File: config.mk
export PLATFORM = sky130hd
export DESIGN_NAME = dff_pipe_rs
export DESIGN_NICKNAME = d
export VERILOG_FILES = /design/src/rtl/dff_pipe_rs_pkg.sv /design/src/rtl/dff_pipe_stage.sv /design/src/rtl/dff_pipe_rs.sv
export SDC_FILE = /design/constraint.sdc
export NUM_CORES = 1
export LEC_CHECK = 0
export ABC_AREA = 1
export BUFFER_PORTS_ARGS = -buffer_cell sky130_fd_sc_hd__clkbuf_2
export CAP_MARGIN = 30
export CELL_PAD_IN_SITES_DETAIL_PLACEMENT = 0
export CELL_PAD_IN_SITES_GLOBAL_PLACEMENT = 1
export CORE_ASPECT_RATIO = 1.5
export CORE_MARGIN = 2
export CORE_UTILIZATION = 42
export CTS_BUF_LIST = sky130_fd_sc_hd__clkbuf_4 sky130_fd_sc_hd__clkbuf_8
export DETAILED_ROUTE_END_ITERATION = 16
export PLACE_DENSITY = 0.89
export SYNTH_ARGS = -nofsm -noshare
export SYNTH_HDL_FRONTEND = slang
export SYNTH_SLANG_ARGS = --single-unit
File: constraint.sdc
create_clock -name Clk -period 1.2 [get_ports Clk]
set_input_delay 0.12 -clock Clk [delete_from_list [all_inputs] [get_ports Clk]]
set_output_delay 0.12 -clock Clk [all_outputs]
set_load 0.1 [all_outputs]
File: src/rtl/dff_pipe_rs_pkg.sv
// Shared types for the dff_pipe_rs register pipeline.
// A stage either loads a new word, keeps a stalled word, or drains to empty.
package dff_pipe_rs_pkg;

    typedef struct packed {
        logic load;   // take the upstream word this edge
        logic keep;   // current word is valid and cannot move on
    } stage_ctrl_t;

    function automatic logic stage_vld_next(input stage_ctrl_t ctrl);
        return ctrl.load | ctrl.keep;
    endfunction

endpackage

File: src/rtl/dff_pipe_stage.sv
// One register stage: clock-enabled data register plus its valid bit.
// Rst is asynchronous, Clr a synchronous flush; both restore RST_VAL.
module dff_pipe_stage
    import dff_pipe_rs_pkg::*;
#(
    parameter int               WIDTH   = 8,
    parameter logic [WIDTH-1:0] RST_VAL = '0
) (
    input  logic             Clk,
    input  logic             Rst,
    input  logic             Clr,
    input  stage_ctrl_t      ctrl,
    input  logic [WIDTH-1:0] d,
    output logic [WIDTH-1:0] q,
    output logic             vld
);

    always_ff @(posedge Clk or posedge Rst) begin
        if (Rst) begin
            vld <= 1'b0;
            q   <= RST_VAL;
        end else if (Clr) begin
            vld <= 1'b0;
            q   <= RST_VAL;
        end else begin
            vld <= stage_vld_next(ctrl);
            if (ctrl.load) begin
                q <= d;
            end
        end
    end

endmodule

File: src/rtl/dff_pipe_rs.sv
// DEPTH-stage registered delay line with valid/ready handshake and bubble collapse.
// The ready chain is combinational from out_ready; data and valid outputs are registered.
module dff_pipe_rs
    import dff_pipe_rs_pkg::*;
#(
    parameter int               WIDTH   = 8,
    parameter int               DEPTH   = 3,
    parameter logic [WIDTH-1:0] RST_VAL = '0
) (
    input  logic                       Clk,
    input  logic                       Rst,
    input  logic                       Clr,
    input  logic                       in_valid,
    output logic                       in_ready,
    input  logic [WIDTH-1:0]           in_data,
    output logic                       out_valid,
    input  logic                       out_ready,
    output logic [WIDTH-1:0]           out_data,
    output logic [$clog2(DEPTH+1)-1:0] occupancy
);

    localparam int OCC_W = $clog2(DEPTH + 1);

    logic [DEPTH-1:0] vld;
    logic [WIDTH-1:0] dat [DEPTH];
    logic [DEPTH-1:0] rdy;      // stage i can accept a word this edge
    logic [DEPTH-1:0] rdy_dn;   // whatever lies downstream of stage i can take its word

    // Walk from the output side: a stage is ready if it is empty or its successor is.
    always_comb begin
        logic chain;
        rdy    = '0;
        rdy_dn = '0;
        chain  = out_ready;
        for (int i = DEPTH - 1; i >= 0; i--) begin
            rdy_dn[i] = chain;
            chain     = !vld[i] | chain;
            rdy[i]    = chain;
        end
    end

    assign in_ready = rdy[0] & !Clr;

    genvar gi;
    generate
        for (gi = 0; gi < DEPTH; gi++) begin : g_stage
            stage_ctrl_t      ctrl;
            logic [WIDTH-1:0] d_in;

            if (gi == 0) begin : g_head
                assign ctrl.load = in_valid & in_ready;
                assign d_in      = in_data;
            end else begin : g_body
                assign ctrl.load = vld[gi-1] & rdy[gi];
                assign d_in      = dat[gi-1];
            end

            assign ctrl.keep = vld[gi] & !rdy_dn[gi];

            dff_pipe_stage #(
                .WIDTH   (WIDTH),
                .RST_VAL (RST_VAL)
            ) u_stage (
                .Clk  (Clk),
                .Rst  (Rst),
                .Clr  (Clr),
                .ctrl (ctrl),
                .d    (d_in),
                .q    (dat[gi]),
                .vld  (vld[gi])
            );
        end
    endgenerate

    assign out_valid = vld[DEPTH-1];
    assign out_data  = dat[DEPTH-1];

    always_comb begin
        occupancy = '0;
        for (int i = 0; i < DEPTH; i++) begin
            occupancy = occupancy + OCC_W'(vld[i]);
        end
    end

endmodule

==> impl_results.md, run 1 <==
- Total wire length: 2.91 mm
- Cell taking the most area after synthesis: dfrtp_1
- Cell area after synthesis: ~1200 um2
- GRT Util Overall: 0.195
- Vias per Instance: ~4.9
- Synthesized area per cell: 9.27 um2
- Core footprint: 2850 um2
- TritonCTS Buffers: 3
- CP max FO: 2
- Synth warn: 0
- Total congestion overflow: 0
- Failing checks: setup timing
- Antenna Cells: 0
- Iter 0 DRT Violations: 13
- Cells after Synth: between 100 and 150
- Clock sinks: 27
- Die ar.: ~3400 um2
- Switching share of total power: 0.288
- Starting Density: 0.432
- DP HPWL: around 1.9 mm
- Leakage Power: approximately 0.9 nW
- Yosys top cell area share: 0.548
- P per Cell Area: around 950 nW/um2
- # rows: 24
- Clock-pin slew on the worst setup and hold paths: 0.09 ns
- # DRC: 0
- H-tree depth: 1
- RSZ-0062 raised after global routing: yes
- Launch point of the critical path: g_stage[2].u_stage.vld
- Max Freq: just over 600 MHz
- Post-layout net count: between 150 and 200
- I/O Buffers: 24
- Seq pwr share: 0.520
- Pre-antenna DRT Iters: 4
- Vias after detailed routing: between 1000 and 1500
- Final Cycle Share: 1.34
- WL/cell: between 10 and 15 um
- Min setup slack post-route: -0.411 ns
- Relative slew slack: 0.750
- CP required: approximately 1.1 ns
- Largest cells by area after synthesis: dfrtp_1 (55%), nand2_1 (10%), o21ai_2 (5.7%), nand4_1 (4.6%), inv_1 (4.3%)
- Count of final hold-check violations: 0
- CTS max path bufs: 2
- Placed Area: 1620 um2
- Clock power frac: 0.280
- Minimum clock period: approximately 1.6 ns
- Die H: between 70 and 80 um
- Max cap viols: 0
- Pin count of the biggest net entering global routing: 20
- Layout cell share with drive strength beyond 1: 0.526
- Vias in the first global route: 1096
- Worst-Skew Late Latency: around 0.27 ns
- Worst setup EP type: output port
- Peak VDD IR: just over 0.0008 V
- Boundary Pins: 25
- Switch Pwr: 0.000531 W
- RD Place Congestion: about 0.74
- Die Wd: approximately 48 um
- Combinational fraction of design power: 0.200
- Critical path arrival: approximately 1.5 ns
- CTS tree: done
- Worst-margin pin slew: about 0.37 ns
- WHS: between 0.07 and 0.08 ns
- Crit start category: flop
- Seq/Total Area, Yosys: 0.548
- Synth unique cells: 19
- Max Slew Vio Count: 0
- Final Instance Area: about 1900 um2
- Power Internal: between 0.001 and 0.0015 W
- Reg-to-reg startpoint: g_stage[2].u_stage.vld
- Syn Nets: about 150
- Outcome: finished, violations left
- P&R area growth vs syn: 57.2%
- CTS root buffer: clkbuf_8
- Synth Register Bits: 27
- DRT antenna net count: 0
- Worst Setup Path Type: flop to output port
- First-pass GRT wire length: between 4 and 5 mm
- Initial antenna violation count: 0
- Worst Skew: roughly 0.0074 ns
- Setup violators final: 29
- Hold Path Class: input pin to flop
- Hold Crit Start: in_data[1]
==> power groups by stage <==
stage / registers [W] / logic [W] / clock network [W]
detailed placement: 0.000976 / 0.000299 / 0
CTS: 0.000956 / 0.000354 / 0.000521
floorplan: 0.000993 / 0.000185 / 0
finish: 0.000957 / 0.000369 / 0.000514
global placement: 0.000973 / 0.000289 / 0
global route: 0.000960 / 0.000393 / 0.000565
==> cell usage in the layout, fill, tap and decap left out, types with 3 or more instances in the layout <==
cell type  count
o21ai_1        5
o21ai_2       11
clkbuf_8       3
buf_6          5
nand4_1        9
clkbuf_2      12
inv_1         13
buf_4         10
nand3_2        8
dfrtp_1       26
buf_12        13
nand2_1       18
nand2_8        4
nand2_2       14
nor2_1         8
==> path summary, 6_finish.rpt <==
check / endpoint / slack (ns) / cells after the start
max: occupancy[0] / -0.41 / 2
min: g_stage[0].u_stage.q[1] / 0.07 / 3
max reg2reg: g_stage[0].u_stage.q[4] / -0.14 / 7
min reg2reg: g_stage[1].u_stage.q[0] / 0.56 / 2
max in group asynchronous: g_stage[0].u_stage.q[4] / 0.29 / 4
min in group asynchronous: g_stage[0].u_stage.q[5] / 0.34 / 3
==> repair_timing <==
action | CTS | global route
cloned | 2 | 0
endpoints found under the hold margin | 9 | 0
buffers inserted | 6 | 2
pin swaps | 5 | 5
endpoints found under the setup margin | 20 | 29
gates resized for setup | 34 | 20
hold buffers | 1 | 0
==> through the flow <==
stage / cells / setup TNS, ns / utilization / worst slack (ns) / total power, W
after floorplan: 133 / -1.97 / - / -0.474 / 0.00118
after global placement: 198 / -0.186 / 0.566 / -0.141 / 0.00126
after detailed placement: 198 / -0.607 / 0.566 / -0.160 / 0.00128
after CTS: 211 / -2.80 / 0.656 / -0.418 / 0.00183
after global routing: 212 / -4.91 / 0.679 / -0.442 / 0.00192
final: 212 / -3.55 / 0.679 / -0.411 / 0.00184
==> per-layer routing <==
metal | up-vias | global-route usage | part of all wire
li1 | 513 | - | -
met1 | 505 | 0.227 | 0.35
met2 | 22 | 0.329 | 0.60
met3 | 7 | 0.0388 | 0.028
met4 | 0 | 0.0721 | 0.018
met5 | - | 0 | 0
==> cell usage after synthesis, drive strengths merged <==
cell type and count:
a21oi 3, buf 5, clkbuf 2, dfrtp 27, fa 1, inv 16, nand2 36, nand3 10
nand4 9, nor2 8, o21ai 16
==> worst max-delay path: stages, from the launching register on <==
cell	delay, ns
dfrtp_4	0.49
fa_2	0.56
buf_12	0.18
==> state kept, by name, summed over array words and instances, names as in the netlist <==
signal,cells
g_stage.u_stage.vld,3
g_stage.u_stage.q,24
==> layout make-up <==
class                   instances  area, um2
clock inverters                 1       7.51
flip-flops and latches         27        679
inverters                      16       76.3
fillers                       214        916
clock buffers                   3       41.3
multi-input cells              84        611
well taps                      39       48.8
repair buffers                 41        462
repair inverters                1       11.3
==> kinds of logic (layout without fill, tap and decap cells) <==
kind of cell / after synthesis / after routing / synth area share
simple gates: 63 / 64 / 0.232
flops: 27 / 27 / 0.548
buf+inv: 23 / 62 / 0.0985
compound gates: 19 / 19 / 0.105
fa+ha+maj: 1 / 1 / 0.0162
(Power assumes the default switching activity.)
==> inputs of run 2 (changes only) <==
Settings changed: CELL_PAD_IN_SITES_DETAIL_PLACEMENT 0 to not set, CELL_PAD_IN_SITES_GLOBAL_PLACEMENT 1 to not set, CORE_UTILIZATION 42 to 56, PLACE_DENSITY 0.89 to 0.9.
==> run 2 against run 1 <==
  * The flow still finishes with violations (setup timing)
  * Clock skew is 0.0056 ns lower
  * Combinational power increased by 4%
  * Total power shrank 4.5%
  * Critical path depth unchanged
  * Clock power decreased by 19%
  * Maximum frequency shrank 4.3%
  * Worst hold slack worse by 0.061 ns
  * Global-route usage grew 4.6 points
  * Count of clock-buffer cells in the layout grew 1
  * Sequential power barely moved
  * Critical endpoint unchanged
  * Largest cell class unchanged
  * Highest routed layer unchanged
==> impl_results.md, run 2 (synthesized netlist as in run 1, its figures left out) <==
- CP max FO: 2 (unchanged)
- CTS tree: done
- Vias after detailed routing: 1141 (+9.0%)
- Crit start category: flop
- Outcome: finished, violations left
- Max reg flops: 24 (unchanged)
- Die H: 61.5 um (-13%)
- Placed Cells: 182 (-8.1%)
- Die Wd: 42.3 um (-12%)
- Worst hold stages: 3 (unchanged)
- WL/cell: 18.1 um (+32%)
- Peak VDD IR: 0.000814 V (+1.2%)
- H-tree depth: 1 (unchanged)
- Leakage Power: 0.876 nW (-0.34%)
- RSZ-0062 raised after global routing: yes
- Minimum clock period: 1.68 ns (+0.0721 ns)
- Max cap viols: 0 (unchanged)
- Most common cell after layout, fill and taps aside: dfrtp_1
- Post-layout net count: 190 (+1.1%)
- Relative slew slack: 0.778 (+0.0283)
- Max Freq: 594 MHz (-4.3%)
- Worst setup EP type: output port
- RD Place Congestion: 0.757 (+2.5%)
- Die ar.: 2600 um2 (-23%)
- Critical path arrival: 1.56 ns (+0.07 ns)
- Commonest non-fill, non-tap cells in the layout: dfrtp_1 (26), nand2_1 (19), nand2_2 (14), buf_12 (14), buf_4 (14)
- Hold Path Class: input pin to flop
- Setup violators final: 25 (-14%)
- First-pass GRT wire length: 4.66 mm (-3.7%)
- Fill cells: 80 (-63%)
- Vias in the first global route: 1068 (-2.6%)
- Crit-path max cell delay: 0.55 ns (about the same)
- Starting Density: 0.601 (+0.169)
- Antenna Cells: 0 (unchanged)
- Total congestion overflow: 0 (unchanged)
- Reg-to-reg startpoint: g_stage[2].u_stage.vld
- TritonCTS Buffers: 3 (unchanged)
- Slowest cell on the critical path: fa_2
- Reg2reg path depth: 7 (unchanged)
- Max Slew Vio Count: 0 (unchanged)
- Reg2Reg Setup Slack: -0.21 ns (-0.07 ns)
- Core footprint: 2050 um2 (-28%)
- DP HPWL: 1.65 mm (-13%)
- Worst-margin pin slew: 0.332 ns (-0.0432 ns)
- Largest Register: g_stage.u_stage.q
- Count of final hold-check violations: 0 (unchanged)
- Min setup slack post-route: -0.483 ns (-0.0721 ns)
- Worst-Skew Late Latency: 0.33 ns (+0.06 ns)
- Reg-to-reg endpoint: g_stage[0].u_stage.q[1]
- Worst Skew: 0.00174 ns (-0.00565 ns)
- Total wire length: 3.57 mm (+23%)
- P per Cell Area: 936 nW/um2 (-1.5%)
- Layout cell share with drive strength beyond 1: 0.491 (-0.0346)
- Failing checks: setup timing
- Regs by FF count: g_stage.u_stage.q (24), g_stage.u_stage.vld (3)
- Iter 0 DRT Violations: 35 (+22)
- DRT antenna net count: 0 (unchanged)
- Critical-path cell list: fa_2 -> buf_12
- Final Cycle Share: 1.40 (+0.0601)
- Hold Path Sink: g_stage[0].u_stage.q[6]
- Vias per Instance: 5.79 (+17%)
- CTS max path bufs: 2 (unchanged)
- Boundary Pins: 25 (unchanged)
- Pin count of the biggest net entering global routing: 28 (+40%)
- # rows: 20 (-17%)
- Clock-pin slew on the worst setup and hold paths: 0.14 ns (+0.05 ns)
- GRT Util Overall: 0.240 (+0.0455)
- WHS: 0.0131 ns (-0.0613 ns)
- Pre-antenna DRT Iters: 4 (unchanged)
- Hold Crit Start: in_data[6]
- I/O Buffers: 24 (unchanged)
- Clock sinks: 27 (unchanged)
- Initial antenna violation count: 0 (unchanged)
- Worst Setup Path Type: flop to output port
- CP required: 1.08 ns (about the same)
- Setup TNS: -3.99 ns (-0.443 ns)
- # DRC: 0 (unchanged)
- Post-route insts no fill: 197 (-7.1%)
- CTS root buffer: clkbuf_4
- P&R area growth vs syn: 52.4%
run 2: repair_timing:
action | CTS | global route
setup buffers | 4 | 4
pin swaps | 3 | 2
resized for setup | 14 | 24
endpoints found under the setup margin | 17 | 28
hold buffers | 1 | 0
hold endpoints to repair | 27 | 0
cloned | 2 | 0
run 2: report_power, final:
group	internal, W	leakage, nW	switching, W
Combinational	0.000142	0.491	0.000240
Clock	0.000153	0.0184	0.000262
Sequential	0.000943	0.366	0.0000174
Total	0.00124	0.876	0.000520
run 2: stage by stage:
step                      instance area, um2  total power [W]  setup WS (ns)   util
after floorplan                         1250          0.00118         -0.474      -
after global placement                  1610          0.00127         -0.135  0.787
after detailed placement                1610          0.00128         -0.144  0.787
after CTS                               1760          0.00170         -0.473  0.856
after global routing                    1880          0.00181         -0.520  0.915
final                                   1880          0.00176         -0.483  0.915
run 2: worst max path at each step:
| stage | slack (ns) | startpoint | to | cells after the start |
|---|---|---|---|---|
| global placement | -0.13 | g_stage[2].u_stage.vld | occupancy[0] | 2 |
| CTS | -0.47 | g_stage[2].u_stage.vld | occupancy[0] | 2 |
| finish | -0.48 | g_stage[2].u_stage.vld | occupancy[0] | 2 |
| detailed placement | -0.14 | g_stage[2].u_stage.vld | occupancy[0] | 2 |
| floorplan | -0.47 | g_stage[2].u_stage.vld | occupancy[0] | 1 |
| global route | -0.52 | g_stage[2].u_stage.vld | in_ready | 6 |
run 2: critical path, delay by kind of cell, from the launching register on:
family,cells,cell delay (ns)
flops,1,0.51
buf+inv,1,0.17
fa+ha+maj,1,0.55
run 2: layer usage:
metal	part of all wire	GRT usage	wire, um	vias to the layer above
met4	0.030	0.125	106	0
li1	-	-	-	516
met2	0.54	0.442	1910	46
met1	0.39	0.283	1390	568
met3	0.047	0.0176	168	11
met5	0	0	0	-
run 2: area by class of cell:
| cell class | count | area, um2 | share of cell area |
|---|---|---|---|
| Timing Repair Buffer | 44 | 505 | 0.269 |
| Tap cell | 22 | 27.5 | 0.0147 |
| Inverter | 16 | 68.8 | 0.0366 |
| Multi-Input combinational cell | 84 | 567 | 0.302 |
| Clock buffer | 4 | 30.0 | 0.0160 |
| Sequential cell | 27 | 679 | 0.362 |
